--- config.mk ---
export PLATFORM = sky130hd
export DESIGN_NAME = timer_setter
export DESIGN_NICKNAME = d
export VERILOG_FILES = /design/src/rtl/timer_setter.sv
export SDC_FILE = /design/constraint.sdc
export NUM_CORES = 1
export LEC_CHECK = 0
export CORE_MARGIN = 8
export CORE_UTILIZATION = 55
export DETAILED_ROUTE_END_ITERATION = 6
export HOLD_SLACK_MARGIN = 0.15
export PLACE_DENSITY = 0.78
export SLEW_MARGIN = 30
export SYNTH_ARGS = -nofsm -noshare
export SYNTH_HDL_FRONTEND = slang
export SYNTH_SLANG_ARGS = --single-unit
--- constraint.sdc ---
create_clock -name clk -period 4.25 [get_ports clk]
set_input_delay 1.0625 -clock clk [delete_from_list [all_inputs] [get_ports clk]]
set_output_delay 1.0625 -clock clk [all_outputs]
set_load 0.05 [all_outputs]
--- src/rtl/timer_setter.sv ---
// Keypad entry, validation, parallel-load and 1 Hz tick generation for the M:SS down-counter chain.
// Optional macro TIMER_SETTER_QUICK30_EN: start on an empty entry loads 0:30.
module timer_setter #(
  parameter int unsigned TICK_DIV = 50000000,
  parameter int unsigned CNT_W    = 26
) (
  input  logic        clk,
  input  logic        clr,
  input  logic        key_valid,
  input  logic [3:0]  key_digit,
  input  logic        start,
  input  logic        stop,
  input  logic        zero_all,
  output logic [11:0] load_data,
  output logic        loadn,
  output logic        en,
  output logic        running,
  output logic        done,
  output logic        entry_err
);

  typedef enum logic [2:0] {S_ENTRY, S_LOAD, S_RUN, S_PAUSE, S_DONE} state_t;

  localparam logic [CNT_W-1:0] PRESC_LAST = CNT_W'(TICK_DIV - 1);

  state_t           state, state_nx;
  logic [11:0]      digits, digits_nx;
  logic [CNT_W-1:0] presc, presc_nx;
  logic             err_nx, en_nx;

  assign load_data = digits;

  always_comb begin
    state_nx  = state;
    digits_nx = digits;
    presc_nx  = presc;
    err_nx    = entry_err;
    en_nx     = 1'b0;
    unique case (state)
      S_ENTRY: begin
        if (stop) begin
          digits_nx = '0;
          err_nx    = 1'b0;
        end else if (start) begin
          if (digits == '0) begin
`ifdef TIMER_SETTER_QUICK30_EN
            digits_nx = 12'h030;
            state_nx  = S_LOAD;
`endif
          end else if (digits[7:4] > 4'd5) begin
            err_nx = 1'b1;
          end else begin
            state_nx = S_LOAD;
          end
        end else if (key_valid) begin
          if (key_digit <= 4'd9) begin
            digits_nx = {digits[7:0], key_digit};
            err_nx    = 1'b0;
          end else begin
            err_nx = 1'b1;
          end
        end
      end
      S_LOAD: begin
        presc_nx = '0;
        state_nx = S_RUN;
      end
      S_RUN: begin
        // zero_all wins so the tick that would land on 0:00 is suppressed
        if (zero_all) begin
          state_nx = S_DONE;
        end else if (stop) begin
          state_nx = S_PAUSE;
          err_nx   = 1'b0;
        end else begin
          en_nx    = (presc == PRESC_LAST);
          presc_nx = (presc == PRESC_LAST) ? '0 : presc + 1'b1;
        end
      end
      S_PAUSE: begin
        if (stop) begin
          state_nx  = S_ENTRY;
          digits_nx = '0;
          err_nx    = 1'b0;
        end else if (start) begin
          state_nx = S_RUN;
        end
      end
      S_DONE: begin
        if (stop || start || key_valid) begin
          state_nx  = S_ENTRY;
          digits_nx = '0;
          if (stop) err_nx = 1'b0;
        end
      end
      default: state_nx = S_ENTRY;
    endcase
  end

  // Status outputs are registered from the next state so they align with it
  always_ff @(posedge clk) begin
    if (clr) begin
      state     <= S_ENTRY;
      digits    <= '0;
      presc     <= '0;
      loadn     <= 1'b1;
      en        <= 1'b0;
      running   <= 1'b0;
      done      <= 1'b0;
      entry_err <= 1'b0;
    end else begin
      state     <= state_nx;
      digits    <= digits_nx;
      presc     <= presc_nx;
      loadn     <= (state_nx != S_LOAD);
      en        <= en_nx;
      running   <= (state_nx == S_RUN);
      done      <= (state_nx == S_DONE);
      entry_err <= err_nx;
    end
  end

endmodule

* After elaboration in Yosys (flattened, before gate mapping)
Index checks and enable logic that the tools add are counted.
** Storage, ports and cells
- Flip-flop bits (word level) :: 46
- Bits of input ports :: 10
- Output and inout port bits :: 17
- Word-level logic and storage cells :: 72
** Cells by class
- Add/sub/neg operators :: 1
- Order comparisons :: 2
- Equal/unequal tests :: 18
- Muxes and demuxes :: 31
- Bitwise operators :: 1
- Reduce and logical (&&, ||, !) cells :: 11
** Operators with widths (count)
- 26-bit two-way mux :: 3
- 12-bit two-way mux :: 6
- 26-bit one-hot mux with 2 select lines :: 1
- 12-bit one-hot mux with 3 select lines :: 1
- 3-bit two-way mux :: 9
- 26-bit by 1-bit adder with 26-bit output, second input constant :: 1
- 26-bit == test, second input constant :: 1
- 3-bit one-hot mux with 5 select lines :: 1
- 12-bit logical NOT :: 1
- 4-bit != test, second input constant :: 3
- 6-bit AND reduction :: 2
- 3-bit by 2-bit == test with 1-bit output, second input constant :: 3
- 1-bit two-way mux :: 9
- 3-bit != test, second input constant :: 3
- 2-bit != test, second input constant :: 4
- 3-bit == test, second input constant :: 2
- 4-bit by 3-bit greater-than comparator with 1-bit output, second input constant :: 1
- 4-bit <= comparator, second input constant :: 1
- 1-bit one-hot mux with 4 select lines :: 1
- 4-bit nonzero test :: 1
- 4-bit OR reduction :: 1
- 3-bit by 1-bit == test with 1-bit output, second input constant :: 1
- 3-bit logical NOT :: 1
- 3-bit by 1-bit != test with 1-bit output, second input constant :: 1
- other kinds (5) :: 6

* Depth between registers and ports, before layout
- Depth in word-level cells :: 7
- Mapped depth :: 7
- Mapped depth without buffers :: 6

* Worst setup path before layout
No wires, ideal clock.
- Path kind :: input to register
- From :: input port key_digit[2]
- To :: register digits[11], in the netlist load_data[11]
- Setup time :: 0.072 ns
- Data arrival time :: 2.241 ns
- Required time :: 4.178 ns
- Path slack :: 1.937 ns
- Stages on the path :: 6
- Path buffers :: 1
- Path through :: o21a_1 -> o21bai_1 -> o211ai_1 -> a21oi_1 -> buf_2 -> mux2i_1
** Between the ends
- Longest elaborated chain between the ends :: 3
** Ends and longest elaborated chain
- start: declaration :: RTL line 10 : input logic [3:0] key_digit,
- 4-bit <= comparator :: RTL line 56 : if (key_digit <= 4'd9) begin
- 3-bit != test (no line)
- 6-bit AND reduction (no line)
- end signal: assignment :: RTL line 113 : digits <= digits_nx;
- end: declaration :: RTL line 27 : logic [11:0] digits, digits_nx;
Every way passes these cells.
A chain may end at the register's enable or synchronous reset.

* Worst setup path in the final report
- From :: input port stop
- To :: register presc[14]
** Between the ends
- Longest elaborated chain between the ends :: 2
** Ends and longest elaborated chain
- start: declaration :: RTL line 12 : input logic stop,
- 2-bit != test (no line)
- 3-bit AND reduction (no line)
- end signal: assignment :: RTL line 114 : presc <= presc_nx;
- end: declaration :: RTL line 28 : logic [CNT_W-1:0] presc, presc_nx;
Every way passes these cells.

==> reports/qor.txt <==
Status = finished clean
Crit start category = primary input
Die height = 83.0 um
Vias per inst = 5.98
Period utilization = 0.704
DP Worst Slack = 974 ps
Reg2Reg Depth = 6
Post-synth top area cell = dfxtp_1
Seq/Total Area, Yosys = 0.373
Cell with the most instances after synthesis = nand2_1
Core area = 4350 um2
Synth warn = 0
Pins Over Slew Limit = 0
CP cell instances = clkdlybuf4s50_1, nor4b_4, o21bai_2, or4_1, o21ai_0, a21oi_1
Starting Density = 0.567
Relative slew slack = 0.547
CP Capture Point = presc[14]
Vias in the first global route = 1947
Per-cell routed wire length = 15.3 um
Hold Crit Class = reg2reg
Die Wd = 83.0 um
Power Dens Cells = 287 nW/um2
IO Count = 27
Clk_lat worst skew = 300 ps
CTS resizes = 0
TNS Setup = 0 ps
FFs w/ async S/R, synth = 0
Fill cells = 378
CP required = 4420 ps
Worst-margin pin slew = 678 ps
Initial antenna violation count = 0
RSZ-0062 raised after global routing = false
Final wirelength = 5.60 mm
Gpl congestion = 0.860
Crit-path max FO = 15
Final #Nets = 325
# rows = 24
Via count = 2196
Clk slew on worst S/H paths = 90 ps
# setup viols final = 0
Final hold vios = 0
Post-CTS Setup Bufs = 0
Reg2reg setup slack = 2120 ps
PortBufs = 26
Ant. Diodes = 0
Netlist cell types = 57
Clock Skew = 9.47 ps
Iter 0 DRT Violations = 189
Arrival @ worst endpoint = 3160 ps
First-pass GRT wire length = 9.49 mm
Cts bufs inserted = 5
Pin count of the biggest net entering global routing = 17
CP max-delay cell = clkdlybuf4s50_1
Top FF cell, synth = dfxtp_1
Layout cells sized above 1 = 0.0762
Final worst path period need = 2990 ps
Buffer depth of the longest clock path = 2
Post-DP HPWL = 3.96 mm
Overall Global Routing Usage = 0.160
Area growth syn-to-layout = 15.0%
Seq cells post-synth = 46
TritonCTS clock tree = yes
# clock sinks = 46
DRC viols = 0
Grt ovf = 0
Max-cap viol count = 0
Crit path capture type = flop
CP peak stage delay = 660 ps
Syn nets = 303
H-tree depth = 2
RR Endpoint = presc[9]
Pre-antenna DRT Iters = 5
Die Area = 6890 um2
Hold-fix buffer count after cts = 0
Root Buffer Master = clkbuf_8
Power, Total = 0.815 mW
Crit path kind = in2reg
Final worst setup slack = 1260 ps
Peak Freq = 0.334 GHz
Synthesized instance count = 292
Syn_area_per_cell = 8.46 um2
Worst R2R Start = presc[0]
Area contributors post-synth = dfxtp_1 37%, nand2_1 7.6%, mux2i_1 5.3%
Top-area cell type share of the netlist area = 0.373
DRT antenna net count = 0
Lkg Pwr = 0.967 nW
Post-synth top cells = 50 x nand2_1, 46 x dfxtp_1, 26 x nor2_1
VDD IR max = 0.246 mV
EDFF count, synth = 0
Area of the mapped netlist = 2470 um2
CP Launch Point = stop
==> sequential cells by signal (all words and copies together) (netlist names) <==
register	cells
load_data	12
en	1
done	1
state	3
running	1
entry_err	1
loadn	1
presc	26
==> critical path, delay by kind of cell <==
family / cells / cell delay, ps
buf+inv: 1 / 660
compound gates: 3 / 510
simple gates: 2 / 920
==> metrics by stage <==
stage                     hold WS [ps]  cell area, um2  instances   util
after detailed placement           473            2750        359  0.631
after global routing               511            2840        367  0.652
after CTS                          484            2840        367  0.652
after floorplan                    449            2470        292      -
final                              483            2840        367  0.652
after global placement             466            2750        359  0.631
==> worst min path at each step <==
stage / startpoint / cells past startpoint / slack (ps) / to
2_1_floorplan: presc[19] / 2 / 450 / presc[19]
3_3_place_gp: load_data[10] / 2 / 470 / load_data[10]
3_5_place_dp: presc[19] / 2 / 470 / presc[19]
4_1_cts: presc[19] / 2 / 480 / presc[19]
5_1_grt: load_data[9] / 2 / 510 / load_data[9]
6_report: load_data[11] / 2 / 480 / load_data[11]
==> power by group <==
part           total [mW]  switching (mW)  internal (mW)
logic              0.0948          0.0567         0.0381
clock network       0.277           0.145          0.131
registers           0.444         0.00739          0.436
==> kinds of logic (layout without fill, tap and decap cells) <==
group                    after synthesis  count (layout)  share of synthesized area
XOR/XNOR                              12              12                     0.0426
AND/OR/NAND/NOR                      156             156                      0.352
buffers and inverters                 18              41                     0.0339
adder cells (fa/ha/maj)                1               1                    0.00507
flip-flops                            46              46                      0.373
AO/OA/AOI/OAI                         46              46                      0.141
multiplexers                          13              13                     0.0527
==> routing by layer <==
| layer | track usage | wire, um | vias up |
|---|---|---|---|
| met3 | 0.0420 | 294 | 8 |
| met5 | 0 | 0 | - |
| met2 | 0.231 | 2380 | 53 |
| met4 | 0.0623 | 78 | 0 |
| met1 | 0.219 | 2840 | 1024 |
| li1 | - | - | 1111 |
==> placed cells by master, fill, tap and decap left out, drive strengths merged, types with 3 or more instances in the layout <==
| cell | instances |
|---|---|
| nand2 | 50 |
| dfxtp | 46 |
| nor2 | 26 |
| clkdlybuf4s50 | 26 |
| nand3 | 17 |
| nor4 | 14 |
| mux2i | 13 |
| xnor2 | 10 |
| o21ai | 7 |
| nor3 | 7 |
| a21oi | 7 |
| clkbuf | 7 |
| and3 | 6 |
| a31oi | 6 |
| nand4 | 6 |
| a211oi | 5 |
| inv | 4 |
| and4 | 4 |
| o21bai | 4 |
| o211ai | 3 |
| nand4b | 3 |
| nand2b | 3 |
| a22oi | 3 |
| buf | 3 |
| nand3b | 3 |
==> final cells by class <==
cell class	count	area, um2	area share
multi-input combinational	228	1470	0.516
sequential	46	921	0.324
timing repair buffer	29	283	0.0996
clock buffer	7	86.3	0.0304
tap	52	65.1	0.0229
inverter	4	15.0	0.00529
clock inverter	1	5.00	0.00176
(Power assumes the default switching activity.)
